File: src/rtl/booth_mult_seq.sv
// booth_mult_seq: iterative radix-2 Booth multiplier, one Booth step per clock.
//
// Operands are extended to WIDTH+1 bits (sign- or zero-extended by in_signed),
// so a single signed datapath covers both modes. The accumulator is WIDTH+2
// bits, which leaves room for the most-negative operand cases.
//
// Ports:
//   clk, rst            clock, asynchronous active-high reset
//   in_valid/in_ready   operand handshake (in_ready high only in IDLE)
//   in_a, in_b          multiplicand, multiplier
//   in_signed           1 = two's complement operands, 0 = unsigned
//   out_valid/out_ready product handshake
//   out_p               2*WIDTH-bit product, held until the next product
//   busy                high in RUN or DONE
//
// state | meaning
// IDLE  | waiting for an operand pair, in_ready=1
// RUN   | WIDTH+1 Booth add/subtract + arithmetic shift steps
// DONE  | product presented on out_p, out_valid=1 until out_ready
module booth_mult_seq #(
  parameter int WIDTH = 8
) (
  input  logic               clk,
  input  logic               rst,
  input  logic               in_valid,
  output logic               in_ready,
  input  logic [WIDTH-1:0]   in_a,
  input  logic [WIDTH-1:0]   in_b,
  input  logic               in_signed,
  output logic               out_valid,
  input  logic               out_ready,
  output logic [2*WIDTH-1:0] out_p,
  output logic               busy
);

  localparam int CW = $clog2(WIDTH + 2);

  typedef enum logic [1:0] {
    S_IDLE = 2'd0,
    S_RUN  = 2'd1,
    S_DONE = 2'd2
  } state_t;

  state_t               r_state;
  logic [WIDTH:0]       r_a;
  logic [WIDTH+1:0]     r_upper;
  logic [WIDTH:0]       r_lower;
  logic                 r_e;
  logic [CW-1:0]        r_cnt;
  logic                 r_in_ready;
  logic                 r_out_valid;
  logic                 r_busy;
  logic [2*WIDTH-1:0]   r_p;

  logic [WIDTH:0]       w_a_in;
  logic [WIDTH:0]       w_b_in;
  logic [WIDTH+1:0]     w_a_ext;
  logic [WIDTH+1:0]     w_sum;
  logic [2*WIDTH+2:0]   w_shift;
  logic                 w_last;

  assign w_a_in  = {in_signed & in_a[WIDTH-1], in_a};
  assign w_b_in  = {in_signed & in_b[WIDTH-1], in_b};
  assign w_a_ext = {r_a[WIDTH], r_a};

  always_comb begin
    w_sum = r_upper;
    case ({r_lower[0], r_e})
      2'b10:   w_sum = r_upper - w_a_ext;
      2'b01:   w_sum = r_upper + w_a_ext;
      default: w_sum = r_upper;
    endcase
  end

  // Arithmetic right shift of {upper, lower}: replicate the accumulator sign.
  assign w_shift = {w_sum[WIDTH+1], w_sum, r_lower[WIDTH:1]};
  assign w_last  = (r_cnt == CW'(WIDTH));

  always_ff @(posedge clk or posedge rst) begin
    if (rst) begin
      r_state     <= S_IDLE;
      r_a         <= '0;
      r_upper     <= '0;
      r_lower     <= '0;
      r_e         <= 1'b0;
      r_cnt       <= '0;
      r_in_ready  <= 1'b1;
      r_out_valid <= 1'b0;
      r_busy      <= 1'b0;
      r_p         <= '0;
    end else begin
      case (r_state)
        S_IDLE: begin
          if (in_valid) begin
            r_a        <= w_a_in;
            r_upper    <= '0;
            r_lower    <= w_b_in;
            r_e        <= 1'b0;
            r_cnt      <= '0;
            r_in_ready <= 1'b0;
            r_busy     <= 1'b1;
            r_state    <= S_RUN;
          end
        end
        S_RUN: begin
          r_upper <= w_shift[2*WIDTH+2:WIDTH+1];
          r_lower <= w_shift[WIDTH:0];
          r_e     <= r_lower[0];
          r_cnt   <= r_cnt + 1'b1;
          if (w_last) begin
            r_p         <= w_shift[2*WIDTH-1:0];
            r_out_valid <= 1'b1;
            r_state     <= S_DONE;
          end
        end
        S_DONE: begin
          if (out_ready) begin
            r_out_valid <= 1'b0;
            r_in_ready  <= 1'b1;
            r_busy      <= 1'b0;
            r_state     <= S_IDLE;
          end
        end
        default: begin
          r_state     <= S_IDLE;
          r_in_ready  <= 1'b1;
          r_out_valid <= 1'b0;
          r_busy      <= 1'b0;
        end
      endcase
    end
  end

  assign in_ready  = r_in_ready;
  assign out_valid = r_out_valid;
  assign busy      = r_busy;
  assign out_p     = r_p;

endmodule

File: config.mk
export PLATFORM = sky130hd
export DESIGN_NAME = booth_mult_seq
export DESIGN_NICKNAME = d
export VERILOG_FILES = /design/src/rtl/booth_mult_seq.sv
export SDC_FILE = /design/constraint.sdc
export NUM_CORES = 1
export LEC_CHECK = 0
export ABC_AREA = 1
export BUFFER_PORTS_ARGS = -buffer_cell sky130_fd_sc_hd__buf_2
export CORE_UTILIZATION = 48
export DETAILED_ROUTE_END_ITERATION = 10
export GPL_TIMING_DRIVEN = 0
export HOLD_SLACK_MARGIN = 0.05
export PLACE_DENSITY = 0.67
export SKIP_LAST_GASP = 1
export SLEW_MARGIN = 20
export SYNTH_ARGS = -nofsm -noshare
export SYNTH_HDL_FRONTEND = slang
export SYNTH_SLANG_ARGS = --single-unit
export TNS_END_PERCENT = 30
File: constraint.sdc
create_clock -name clk -period 2.6 [get_ports clk]
set_input_delay 0.52 -clock clk [delete_from_list [all_inputs] [get_ports clk]]
set_output_delay 0.52 -clock clk [all_outputs]
set_load 0.1 [all_outputs]
==> results of run 1 <==
flip-flops by register name, summed over array words and instances (netlist names):
signal     flops
r_lower        9
r_state        2
out_p         16
out_valid      1
r_upper        9
r_e            1
in_ready       1
r_cnt          4
r_a            9
busy           1
cells by family (layout without fill, tap and decap cells):
group | Yosys count | count (layout) | share of synthesized area (%)
AOI/OAI and AO/OA | 65 | 65 | 13.7
xor gates and xnor gates | 9 | 9 | 2.64
adders and majority gates | 15 | 15 | 6.55
buffers and inverters | 51 | 101 | 7.89
DFF | 53 | 53 | 44.5
and+or+nand+nor | 169 | 169 | 24.7
metrics by stage:
step           TNS [ns]  hold WS (ns)  cell area, um2  util, %
2_1_floorplan         0         0.457            2980        -
3_3_place_gp          0         0.461            3270     54.9
3_5_place_dp          0         0.463            3270     55.0
4_1_cts               0         0.330            3360     56.5
5_1_grt         -0.0882         0.365            3420     57.5
6_report              0         0.298            3420     57.5
synthesized netlist by cell type, types with 4 or more instances:
cell | instances | area, um2
nand2_1 | 122 | 458
dfrtp_1 | 52 | 1300
inv_1 | 37 | 139
o21ai_0 | 26 | 130
nand3_1 | 15 | 75.1
ha_1 | 14 | 175
nor2_1 | 13 | 48.8
a21oi_1 | 11 | 55.1
o21ai_2 | 8 | 70.1
nor3_1 | 7 | 35.0
xor2_1 | 7 | 61.3
o211ai_1 | 5 | 37.5
a221oi_1 | 4 | 35.0
worst register-to-register path, cell delays in order (launching register included):
cell      delay (ns)
dfrtp_1         0.39
inv_1           0.09
ha_2            0.18
inv_1           0.05
nor2_2          0.15
inv_1           0.07
nor2_2          0.09
nand2_1         0.05
nand2_1         0.06
xor2_1          0.20
ha_1            0.31
nand2_2         0.10
nor2_1          0.05
nor2_1          0.14
nand3b_1        0.09
nand3_1         0.08
nand2_1         0.07
nand2_1         0.06
nand2_1         0.05
path summary, 6_finish.rpt:
check,from,end,slack [ns],cells past startpoint
worst max register to register,r_a[0]$_DFFE_PP0P_,out_p[15]$_DFFE_PP0P_,0.19,18
max in group asynchronous,rst,r_upper[7]$_DFFE_PP0P_,1.87,2
worst min-delay path,rst,r_a[5]$_DFFE_PP0P_,0.30,2
worst min register to register,out_p[11]$_DFFE_PP0P_,out_p[11]$_DFFE_PP0P_,0.49,2
min in group clk,in_a[5],r_a[5]$_DFFE_PP0P_,0.41,3
worst max-delay path,r_a[0]$_DFFE_PP0P_,out_p[15]$_DFFE_PP0P_,0.19,18
repair_timing:
item | CTS | global route
endpoints found under the hold margin | 0 | 0
endpoints found under the setup margin | 0 | 12
setup buffers | 0 | 3
resized for setup | 0 | 13
area by class of cell:
| type | count | area (um2) | area share [%] |
|---|---|---|---|
| Multi-Input combinational cell | 258 | 1450 | 42.4 |
| Sequential cell | 53 | 1330 | 38.8 |
| Timing Repair Buffer | 42 | 218 | 6.36 |
| Inverter | 42 | 171 | 5.01 |
| Tap cell | 75 | 93.8 | 2.74 |
| Buffer | 9 | 70.1 | 2.05 |
| Clock buffer | 5 | 68.8 | 2.01 |
| Clock inverter | 3 | 22.5 | 0.658 |
metal layers:
| layer | track usage, % | vias up | wire, um |
|---|---|---|---|
| li1 | - | 1273 | - |
| met1 | 32.2 | 1244 | 3200 |
| met2 | 36.6 | 46 | 3130 |
| met3 | 3.71 | 4 | 246 |
| met4 | 4.46 | 0 | 42 |
| met5 | 0 | - | 0 |
==> results.yml, run 1 <==
clocking:
  clkTransAtPathRegs_ns: 0.11
  clk_latency_ns: 0.31
  hold_buffers: 0
  cts.sinks: 53
  clock_path_buffers: 2
  cts_tree: "built"
  cts_made_buffers: 5
  htree_levels: 2
  cts_root_buffer: "clkbuf_8"
final_layout:
  stdcell_count: 487
  num-fill-cells: 556
  final_layout_size_suffix_gt1_share_pct: 22.3
  diodes: 0
  nNetsFinal: 447
  layout_commonest_cell: "nand2_1"
  syn2layout_area_growth_pct: 14.8
  final_cell_mix: "nand2_1, dfrtp_1, buf_2"
routing:
  drt_iter0_drc: 170
  drc: 0
  wire_per_inst_um: 13.6
  drt-total-wl_um: 6620
  antenna_left: 0
  via_count: 2567
  drtPass1Iterations: 5
  post_drt_via_cell_ratio: 5.27
global_routing:
  grt_max_degree: 54
  grt_pass1_vias: 2449
  track_usage_pct: 22.7
  grt_pass1_wl_um: 11400
  grt_overflow_total: 0
  grt_antenna_before_repair: 0
outcome:
  status: "finished clean"
setup_path:
  max_stage_delay_ns: 0.39
  critPathKind: "flop to flop"
  crit_path_frequent_cell: "nand2_1"
  cp_top_family: "simple AND/OR/NAND/NOR gates"
  start_kind: "flop"
  worstPathCellList: "inv_1, ha_2, inv_1, nor2_2, inv_1, nor2_2, nand2_1, nand2_1, xor2_1, ha_1, nand2_2, nor2_1, nor2_1, nand3b_1, nand3_1, nand2_1, nand2_1, nand2_1"
  crit_buf_inv: 3
  crit_slowest_cell: "dfrtp_1"
  crit_fanout: 4
  end_kind: "flop"
  cp.required_ns: 2.81
  cp_data_arrival_time_ns: 2.61
timing:
  slew_headroom_pct: 56.9
  maxSlewViolCount: 0
  setup_slack_ns: 0.194
  skew_ns: 0.00992
  period_needed_ns: 2.41
  hold_viol: 0
  post-route-period-util_pct: 92.5
  rsz0062_at_grt: "yes"
  tightest_slew_ns: 0.647
  fmax_mhz: 416
  setup_viol: 0
floorplan:
  die-width_um: 80.8
  start_util_pct: 50.1
  die_area_um2: 6530
  rows: 28
  ioPinCount: 40
  core_area_um2: 5960
  fp.dieH_um: 80.8
logic_synthesis:
  ys_async_sr_fraction_pct: 100
  ys_seq_area_share_pct: 44.5
  avgSynthCellArea_um2: 8.24
  yosysWarnings: 0
  syn_area_um2: 2980
  ys_ff_latch: 53
  synth_ff_type: "dfrtp_1"
  syn_nets: 398
  ys_types: 36
  synth_edf_count: 0
  netlist_instances: 362
place:
  place_inst: 476
  place_ws_ns: 0.101
  port_buffers: 39
  gp_congestion: 0.842
  hpwl_um: 4730
min_path:
  hold_class: "input pin to async pin"
job:
  cap_violations: 0
Power of run 1 is left out: the tool's default activity adds up to more than one toggle a clock period on the data nets, which glitch-free logic cannot reach.
==> run 2: changes to the inputs <==
--- a/config.mk
+++ b/config.mk
@@ -12,6 +12,7 @@
 export GPL_TIMING_DRIVEN = 0
 export HOLD_SLACK_MARGIN = 0.05
 export PLACE_DENSITY = 0.67
+export RECOVER_POWER = 25
 export SKIP_LAST_GASP = 1
 export SLEW_MARGIN = 20
 export SYNTH_ARGS = -nofsm -noshare
==> results.yml, run 2 (synthesized netlist as in run 1, its figures left out) <==
outcome:
  status: "finished with violations"
  violations: "max-capacitance violations, max-slew violations"
floorplan:
  fp.dieH_um: 80.8
  ioPinCount: 40
  die-width_um: 80.8
  core_area_um2: 5960
  start_util_pct: 50.1
  die_area_um2: 6530
  rows: 28
timing:
  rsz0062_at_grt: "yes"
  hold_viol: 0
  setup_viol: 0
  skew_ns: 0.00992
  period_needed_ns: 2.41
  post-route-period-util_pct: 92.5
  fmax_mhz: 416
  slew_headroom_pct: -32.2
  tightest_slew_ns: 1.98
  maxSlewViolCount: 54
clocking:
  htree_levels: 2
  cts.sinks: 53
  cts_made_buffers: 5
  clock_path_buffers: 2
  clk_latency_ns: 0.31
  cts_root_buffer: "clkbuf_8"
  hold_buffers: 0
  clkTransAtPathRegs_ns: 0.11
  cts_tree: "built"
final_layout:
  utilization_pct: 57.4
  nNetsFinal: 447
  diodes: 0
  layout_commonest_cell: "nand2_1"
  final_layout_size_suffix_gt1_share_pct: 22.1
  num-fill-cells: 557
  syn2layout_area_growth_pct: 14.7
  largest_register_ffs: 16
  final_cell_mix: "nand2_1, dfrtp_1, buf_2"
  stdcell_count: 487
setup_path:
  cp.required_ns: 2.81
  crit_fanout: 4
  critPathKind: "flop to flop"
  start_kind: "flop"
  end_kind: "flop"
  cp_data_arrival_time_ns: 2.61
place:
  gp_congestion: 0.842
  hpwl_um: 4730
  place_inst: 476
  port_buffers: 39
global_routing:
  top_usage_layer: "met2"
  track_usage_pct: 22.7
  use_met2_pct: 36.6
  met3_usage_pct: 3.71
  grt_pass1_vias: 2449
  grt_antenna_before_repair: 0
  grt_max_degree: 54
  grt_overflow_total: 0
  grt_pass1_wl_um: 11400
  use_met1_pct: 32.2
routing:
  drt-total-wl_um: 6620
  via_count: 2567
  drtPass1Iterations: 5
  drt_iter0_drc: 170
  drc: 0
  post_drt_via_cell_ratio: 5.27
  antenna_left: 0
  wire_per_inst_um: 13.6
job:
  cap_violations: 1
min_path:
  hold_class: "input pin to flop"
==> run 2: changes by cell type in the layout (fill, tap and decap cells not counted) <==
cell	delta
inv_1	+1
inv_4	-1
==> run 2: routing by layer <==
layer  vias up  wire length (um)
met5         -                 0
met2        46              3130
li1       1273                 -
met4         0                42
met3         4               246
met1      1244              3200
==> run 2: layout make-up <==
type                            instances  area [um2]  area share, %
Clock inverter                          3        22.5          0.659
Clock buffer                            5        68.8           2.01
Tap cell                               75        93.8           2.74
Buffer                                  9        70.1           2.05
Inverter                               42         169           4.94
Multi-Input combinational cell        258        1450           42.4
Timing Repair Buffer                   42         218           6.37
Sequential cell                        53        1330           38.8
==> run 2: path summary, 6_finish.rpt <==
| kind | start | end | slack (ns) | cells past startpoint |
|---|---|---|---|---|
| setup / recovery | r_a[0]$_DFFE_PP0P_ | out_p[15]$_DFFE_PP0P_ | 0.19 | 18 |
| hold / removal | in_a[5] | r_a[5]$_DFFE_PP0P_ | 0.41 | 3 |
| setup reg to reg | r_a[0]$_DFFE_PP0P_ | out_p[15]$_DFFE_PP0P_ | 0.19 | 18 |
| hold reg to reg | out_p[11]$_DFFE_PP0P_ | out_p[11]$_DFFE_PP0P_ | 0.49 | 2 |
| max in group asynchronous | rst | r_upper[3]$_DFFE_PP0P_ | 0.62 | 2 |
| min in group asynchronous | rst | r_a[5]$_DFFE_PP0P_ | 0.85 | 2 |
==> run 2: stage by stage <==
stage	setup slack (ns)	hold WS, ns	TNS [ns]	area, um2
after floorplan	0.412	0.457	0	2980
after global placement	0.0588	0.461	0	3270
after detailed placement	0.101	0.463	0	3270
after CTS	0.0674	0.330	0	3360
after global routing	-0.0370	0.424	-0.0882	3420
final	0.194	0.409	0	3420
==> run 2: timing repair <==
| action | 4_1_cts | 5_1_grt |
|---|---|---|
| setup buffers | 0 | 3 |
| setup endpoints to repair | 0 | 12 |
| endpoints found under the hold margin | 0 | 0 |
| gates resized for setup | 0 | 13 |
==> run 2: critical path: stages (launching register included) <==
cell and delay [ns]:
dfrtp_1 0.39, inv_1 0.09, ha_2 0.18, inv_1 0.05, nor2_2 0.15, inv_1 0.07
nor2_2 0.09, nand2_1 0.05, nand2_1 0.06, xor2_1 0.20, ha_1 0.31, nand2_2 0.10
nor2_1 0.05, nor2_1 0.14, nand3b_1 0.09, nand3_1 0.08, nand2_1 0.07, nand2_1 0.06
nand2_1 0.05
Power of run 2 is left out for the same reason.
